--- src/rtl/npg_pkg.sv ---
// Shared definitions for the neural pulse generator: state encoding, H-bridge
// switch patterns, default timing and the state-to-output decode.
package npg_pkg;

  typedef logic [2:0] npg_state_t;

  localparam npg_state_t ST_IDLE       = 3'd0;
  localparam npg_state_t ST_CATHODIC   = 3'd1;
  localparam npg_state_t ST_INTERPHASE = 3'd2;
  localparam npg_state_t ST_ANODIC     = 3'd3;
  localparam npg_state_t ST_DISCHARGE  = 3'd4;

  localparam logic [2:0] SW_OFF   = 3'b000;
  localparam logic [2:0] SW_LEG_A = 3'b001;
  localparam logic [2:0] SW_LEG_B = 3'b010;
  localparam logic [2:0] SW_SHORT = 3'b111;

  localparam int         DEF_DIV_HALF         = 625;
  localparam int         DEF_PERIOD_TICKS     = 2000;
  localparam int         DEF_PHASE_TICKS      = 4;
  localparam int         DEF_INTERPHASE_TICKS = 1;
  localparam int         DEF_DISCHARGE_TICKS  = 2;
  localparam logic [5:0] DEF_AMPLITUDE        = 6'd32;

  // Field order matches the gn[13:1] pin layout.
  typedef struct packed {
    logic       active;
    logic [5:0] dac;
    logic [2:0] down;
    logic [2:0] up;
  } npg_drive_t;

  function automatic npg_drive_t drive_for(npg_state_t st, logic [5:0] amp);
    npg_drive_t d;
    d = '0;
    case (st)
      ST_CATHODIC: begin
        d.up     = SW_LEG_A;
        d.down   = SW_LEG_B;
        d.dac    = amp;
        d.active = 1'b1;
      end
      ST_INTERPHASE: d.active = 1'b1;
      ST_ANODIC: begin
        d.up     = SW_LEG_B;
        d.down   = SW_LEG_A;
        d.dac    = amp;
        d.active = 1'b1;
      end
      ST_DISCHARGE: d.down = SW_SHORT;
      default: d.up = SW_OFF;
    endcase
    return d;
  endfunction

endpackage

--- src/rtl/npg_if.sv ---
// Link between the clock divider and the pulse sequencer: the exported
// 20 kHz clock and the one-cycle tick strobe on its rising edge.
interface npg_if;
  logic clk_20khz;
  logic tick;

  modport master (output clk_20khz, output tick);
  modport slave  (input  clk_20khz, input  tick);
endinterface

--- src/rtl/npg_clk_div.sv ---
// Divides the board clock to the stimulation tick rate; tick is high in the
// cycle whose closing edge raises clk_20khz.
module npg_clk_div
  import npg_pkg::*;
#(
  parameter int DIV_HALF = DEF_DIV_HALF
) (
  input  logic  i_clk,
  input  logic  i_rst_n,
  npg_if.master o_div
);

  localparam int CNT_W = (DIV_HALF > 1) ? $clog2(DIV_HALF) : 1;

  logic [CNT_W-1:0] r_cnt;
  logic             r_clk;
  logic             w_wrap;

  assign w_wrap = (r_cnt == CNT_W'(DIV_HALF - 1));

  always_ff @(posedge i_clk or negedge i_rst_n) begin
    if (!i_rst_n) begin
      r_cnt <= '0;
      r_clk <= 1'b0;
    end else if (w_wrap) begin
      r_cnt <= '0;
      r_clk <= ~r_clk;
    end else begin
      r_cnt <= r_cnt + 1'b1;
    end
  end

  assign o_div.clk_20khz = r_clk;
  assign o_div.tick      = w_wrap & ~r_clk;

endmodule

--- src/rtl/npg_top.sv ---
// ASKA neural pulse generator board top: periodic biphasic, charge-balanced
// pulses sequenced on the 20 kHz tick, with a synchronous abort on enable low.
module npg_top
  import npg_pkg::*;
#(
  parameter int         DIV_HALF         = DEF_DIV_HALF,
  parameter int         PERIOD_TICKS     = DEF_PERIOD_TICKS,
  parameter int         PHASE_TICKS      = DEF_PHASE_TICKS,
  parameter int         INTERPHASE_TICKS = DEF_INTERPHASE_TICKS,
  parameter int         DISCHARGE_TICKS  = DEF_DISCHARGE_TICKS,
  parameter logic [5:0] AMPLITUDE        = DEF_AMPLITUDE
) (
  input  logic        clk_25mhz,
  input  logic [5:0]  gp,
  input  logic [6:0]  btn,
  output logic [13:0] gn,
  output logic [7:0]  led
);

  localparam int PH_MAX0 = (PHASE_TICKS > INTERPHASE_TICKS) ? PHASE_TICKS : INTERPHASE_TICKS;
  localparam int PH_MAX  = (PH_MAX0 > DISCHARGE_TICKS) ? PH_MAX0 : DISCHARGE_TICKS;
  localparam int PH_W    = (PH_MAX > 1) ? $clog2(PH_MAX) : 1;
  localparam int PER_W   = (PERIOD_TICKS > 1) ? $clog2(PERIOD_TICKS) : 1;

  logic             w_rst_n;
  logic             w_tick;
  logic             w_unused;
  logic             r_en_meta;
  logic             r_en_sync;
  npg_state_t       r_state;
  npg_state_t       w_state_next;
  logic [PH_W-1:0]  r_phase;
  logic [PH_W-1:0]  w_phase_next;
  logic [PER_W-1:0] r_period;
  logic [5:0]       r_pulse_cnt;
  logic             w_start;
  npg_drive_t       r_drive;

  assign w_rst_n  = gp[0];
  assign w_unused = ^{btn, gp[5:2]};

  npg_if w_div_if ();

  npg_clk_div #(
    .DIV_HALF (DIV_HALF)
  ) u_clk_div (
    .i_clk   (clk_25mhz),
    .i_rst_n (w_rst_n),
    .o_div   (w_div_if.master)
  );

  assign w_tick = w_div_if.tick;

  always_ff @(posedge clk_25mhz or negedge w_rst_n) begin
    if (!w_rst_n) begin
      r_en_meta <= 1'b0;
      r_en_sync <= 1'b0;
    end else begin
      r_en_meta <= gp[1];
      r_en_sync <= r_en_meta;
    end
  end

  // Enable low forces IDLE on the very next clock, independent of the tick.
  always_comb begin
    w_state_next = r_state;
    w_phase_next = r_phase;
    w_start      = 1'b0;
    if (!r_en_sync) begin
      w_state_next = ST_IDLE;
      w_phase_next = '0;
    end else if (w_tick) begin
      case (r_state)
        ST_IDLE: begin
          if (r_period == '0) begin
            w_state_next = ST_CATHODIC;
            w_phase_next = '0;
            w_start      = 1'b1;
          end
        end
        ST_CATHODIC: begin
          if (r_phase == PH_W'(PHASE_TICKS - 1)) begin
            w_state_next = ST_INTERPHASE;
            w_phase_next = '0;
          end else begin
            w_phase_next = r_phase + 1'b1;
          end
        end
        ST_INTERPHASE: begin
          if (r_phase == PH_W'(INTERPHASE_TICKS - 1)) begin
            w_state_next = ST_ANODIC;
            w_phase_next = '0;
          end else begin
            w_phase_next = r_phase + 1'b1;
          end
        end
        ST_ANODIC: begin
          if (r_phase == PH_W'(PHASE_TICKS - 1)) begin
            w_state_next = ST_DISCHARGE;
            w_phase_next = '0;
          end else begin
            w_phase_next = r_phase + 1'b1;
          end
        end
        ST_DISCHARGE: begin
          if (r_phase == PH_W'(DISCHARGE_TICKS - 1)) begin
            w_state_next = ST_IDLE;
            w_phase_next = '0;
          end else begin
            w_phase_next = r_phase + 1'b1;
          end
        end
        default: begin
          w_state_next = ST_IDLE;
          w_phase_next = '0;
        end
      endcase
    end
  end

  // Outputs decode the next state so pins move on the same edge as the FSM.
  always_ff @(posedge clk_25mhz or negedge w_rst_n) begin
    if (!w_rst_n) begin
      r_state     <= ST_IDLE;
      r_phase     <= '0;
      r_period    <= '0;
      r_pulse_cnt <= '0;
      r_drive     <= '0;
    end else begin
      r_state <= w_state_next;
      r_phase <= w_phase_next;
      r_drive <= drive_for(w_state_next, AMPLITUDE);
      if (!r_en_sync) begin
        r_period <= '0;
      end else if (w_tick) begin
        r_period <= (r_period == PER_W'(PERIOD_TICKS - 1)) ? '0 : r_period + 1'b1;
      end
      if (w_start) begin
        r_pulse_cnt <= r_pulse_cnt + 1'b1;
      end
    end
  end

  assign gn  = {r_drive, w_div_if.clk_20khz};
  assign led = {r_drive.active, r_en_sync, r_pulse_cnt};

endmodule

--- config.mk ---
export PLATFORM = sky130hd
export DESIGN_NAME = npg_top
export DESIGN_NICKNAME = d
export VERILOG_FILES = /design/src/rtl/npg_pkg.sv /design/src/rtl/npg_if.sv /design/src/rtl/npg_clk_div.sv /design/src/rtl/npg_top.sv
export SDC_FILE = /design/constraint.sdc
export NUM_CORES = 1
export LEC_CHECK = 0
export CAP_MARGIN = 0
export CORE_AREA = 10 10 91 93
export DETAILED_ROUTE_END_ITERATION = 6
export DIE_AREA = 0 0 101 103
export GPL_ROUTABILITY_DRIVEN = 0
export PLACE_DENSITY = 0.62
export SLEW_MARGIN = 5
export SYNTH_ARGS = -nofsm -noshare
export SYNTH_HDL_FRONTEND = slang
export SYNTH_SLANG_ARGS = --single-unit
--- constraint.sdc ---
create_clock -name clk_25mhz -period 5.84 [get_ports clk_25mhz]
set_input_delay 0.876 -clock clk_25mhz [delete_from_list [all_inputs] [get_ports clk_25mhz]]
set_output_delay 0.876 -clock clk_25mhz [all_outputs]
set_load 0.01 [all_outputs]
==> metrics.md <==
| Metric | Value |
|---|---|
| Via Count | around 1600 |
| Ratio of total power to cell area | 207 mW/mm^2 |
| Crit path capture type | output port |
| CP required | 4.96 ns |
| Layout cell share with drive strength beyond 1 | under 10% |
| Leakage Power | 1.11 nW |
| Final slew viol count | 0 |
| Post-synth design cell area | roughly 0.0023 sq mm |
| Setup Total Neg Slack | 0 ns |
| Number of port buffers | 18 |
| Site Rows | 30 |
| Aggregate global routing overflow | 0 |
| Core box area | approximately 0.0066 sq mm |
| Number of search-and-repair iterations in the first detailed-routing pass | 4 |
| FF+latch area | approximately 0.0011 sq mm |
| Max-Slew Margin vs Limit | slightly below 40% |
| Overall track demand over capacity in global routing | approximately 8.8% |
| Type of origin of the critical path | flip-flop |
| Height of the die | between 100 and 150 microns |
| Antenna violations before repair | 0 |
| Num Clock Sinks | 42 |
| Max Clk Rate | ~420 MHz |
| Post-Route WL | between 4000 and 5000 microns |
| Number of instances resized during post-cts repair | 0 |
| DR DRC count | 0 |
| Largest net degree at the start of global routing | 43 |
| Combined buffer and inverter count along the critical path | 1 |
| Warnings, synthesis | 0 |
| Number of top-level pins | 36 |
| Unrepaired setup endpoints after global routing | no |
| Clock tree from TritonCTS | built |
| Cell type of the slowest stage on the worst timing path | clkdlybuf4s50_1 |
| Cts hold-fix bufs | 0 |
| Gate Count Post-Synth | around 230 |
| Synthesized area divided by synthesized cell count | 10.0 sq um |
| Tightest Pin Transition | roughly 0.9 ns |
| Crit Path Max Fanout | 13 |
| PnR worst setup slack | 3.45 ns |
| Clock tree skew after final layout | about 0.009 ns |
| Root buffer selected by CTS | clkbuf_8 |
| Sequential share of the synthesized area | between 40 and 50% |
| Kind of cell adding the most delay to the critical path | buffers and inverters |
| Number of max-capacitance violations reported | 0 |
| Largest stage delay, worst path | 0.62 ns |
| Area of the die | 0.0104 sq mm |
| Clock Pin Slew Worst Setup and Hold Paths | around 0.07 ns |
| Setup repair bufs after CTS | 0 |
| Nets | roughly 270 |
| Mean number of vias per cell | about 5 |
| Number of buffers on the longest clock path | 2 |
| Post-synth EDFFs | 0 |
| Clock network latency to the later pin of the worst-skew pair | slightly below 0.3 ns |
| Final HPWL DP | 3100 microns |
| Diode count | 0 |
| Crit-path cells | clkdlybuf4s50_1 |
| Initial core utilization | about a third |
| H-Tree Depth | 2 |
| Prevailing post-synth register cell | dfrtp_1 |
| IR Drop Worst-Case VDD | approximately 0.00008 V |
| Asr flop ratio synth | between 90% and 100% |
| Unique masters post-synth | between 50 and 60 |
| Setup slack after placement | approximately 3.6 ns |
| Total CTS buffers | 5 |
| Area Overhead vs Synth | 13.5% |
| Drt wl/cell | 13.5 microns |
| Arrival time of data at the critical path endpoint | between 1.5 and 2 ns |
| Worst hold path type | reg2reg |
| Kind of critical path | reg2out |
| Number of hold-slack violations in the final timing report | 0 |
| Area of the multi-input gates | ~0.0011 sq mm |
| Via count of the first global-routing pass | ~1600 |
| Minimum clock period | ~2.4 ns |
| Seq cells post-synth | 42 |
| Outcome | completed |
| Count of nets left with antenna violations after detail routing | 0 |
| Horizontal extent of the die | approximately 100 microns |
| Total setup violations reported at the end of the flow | 0 |
| Global-route wire length before repair | approximately 7500 microns |
| Crit share post-route | about 40% |
| Fill cells | 647 |
| Detailed Route Iter0 Violations | approximately 110 |
==> placed cells by master (no fill, tap or decap), drive strengths merged, types with 2 or more instances in the layout <==
| master | n |
|---|---|
| or2 | 3 |
| nand2 | 15 |
| and4 | 2 |
| clkdlybuf4s50 | 17 |
| o21a | 3 |
| ha | 9 |
| nor2 | 20 |
| o41ai | 3 |
| or3b | 2 |
| dfrtp | 42 |
| and3 | 2 |
| xnor2 | 11 |
| or4b | 2 |
| o31ai | 4 |
| xor2 | 3 |
| nor2b | 6 |
| nor3 | 5 |
| a21oi | 6 |
| o21ai | 14 |
| nand4 | 9 |
| clkbuf | 7 |
| conb | 6 |
| a31oi | 2 |
| inv | 13 |
| and2 | 4 |
| nand3 | 11 |
| nor4 | 2 |
| nor3b | 3 |
==> cell type report <==
cell class                      instances  share of cell area, %
Inverter                               13                   1.90
Clock buffer                            7                   2.97
Sequential cell                        42                   41.0
Timing Repair Buffer                   18                   6.83
Clock inverter                          1                   1.17
Multi-Input combinational cell        162                   42.3
Tap cell                               80                   3.90
==> stage by stage <==
| step | total power [mW] | cells | utilization, % | hold WS (ns) | instance area, sq um |
|---|---|---|---|---|---|
| 2_1_floorplan | 0.307 | 231 | - | 0.331 | 2280 |
| 3_3_place_gp | 0.312 | 315 | 37.4 | 0.333 | 2460 |
| 3_5_place_dp | 0.312 | 315 | 37.4 | 0.338 | 2460 |
| 4_1_cts | 0.538 | 323 | 39.1 | 0.356 | 2570 |
| 5_1_grt | 0.554 | 323 | 39.1 | 0.363 | 2570 |
| 6_report | 0.530 | 323 | 39.1 | 0.353 | 2570 |
==> routing by layer <==
| metal | GRT usage, % | part of all wire, % |
|---|---|---|
| met3 | 3.62 | 6.1 |
| met5 | 0 | 0 |
| met2 | 13.6 | 46 |
| met4 | 3.22 | 1.5 |
| met1 | 10.8 | 46 |
==> power breakdown <==
part / total (mW) / internal, mW / switching (mW)
registers: 0.293 / 0.291 / 0.00141
logic: 0.0131 / 0.00283 / 0.0103
clock network: 0.224 / 0.128 / 0.0962
==> cells in the mapped netlist, types with 2 or more instances <==
master     n  area, sq um
o31ai_1    4         30.0
nor3_1     3         15.0
xnor2_1   11         96.3
o41ai_1    2         17.5
nand2_1   15         56.3
a21oi_1    5         25.0
o21a_1     3         22.5
or3b_2     2         17.5
nand4_1    9         56.3
or2_2      2         12.5
ha_1       9          113
nor2b_1    6         37.5
and4_1     2         17.5
or4b_1     2         20.0
clkbuf_1   3         11.3
and3_1     2         12.5
a31oi_1    2         12.5
inv_1     13         48.8
xor2_1     3         26.3
nor3b_1    3         22.5
nor2_1    20         75.1
nand3_1   11         55.1
buf_4      9         67.6
dfrtp_1   42         1050
o21ai_0   12         60.1
and2_1     4         25.0
==> worst paths after layout <==
| check | startpoint | end | slack [ns] | cells past startpoint |
|---|---|---|---|---|
| setup / recovery | r_en_sync$_DFF_PN0_ | led[6] | 3.45 | 1 |
| hold / removal | r_en_meta$_DFF_PN0_ | r_en_sync$_DFF_PN0_ | 0.35 | 0 |
| setup reg to reg | r_period[0]$_DFFE_PN0P_ | r_pulse_cnt[1]$_DFFE_PN0P_ | 3.58 | 6 |
| hold reg to reg | r_en_meta$_DFF_PN0_ | r_en_sync$_DFF_PN0_ | 0.35 | 0 |
| max in group asynchronous | gp[0] | r_period[2]$_DFFE_PN0P_ | 4.56 | 1 |
| min in group asynchronous | gp[0] | u_clk_div.r_cnt[7]$_DFF_PN0_ | 0.72 | 1 |
==> sequential cells by signal (all words and copies together), names as in the netlist <==
name / count
r_phase: 2
u_clk_div.r_cnt: 10
gn: 7
r_state: 3
r_pulse_cnt: 6
r_en_meta: 1
r_en_sync: 1
u_clk_div.o_div.clk_20khz: 1
r_period: 11
==> logic make-up (layout without fill, tap and decap cells) <==
family,Yosys count,in the layout,share of synthesized area [%]
AO/OA/AOI/OAI,37,37,11.0
XOR/XNOR,14,14,5.42
adder cells (fa/ha/maj),9,9,4.98
buffers and inverters,27,39,6.36
flip-flops,42,42,46.5
multiplexers,2,2,0.941
other,1,6,0.166
AND/OR/NAND/NOR,94,94,24.6
Note: power is estimated with default switching activity, not from simulation.
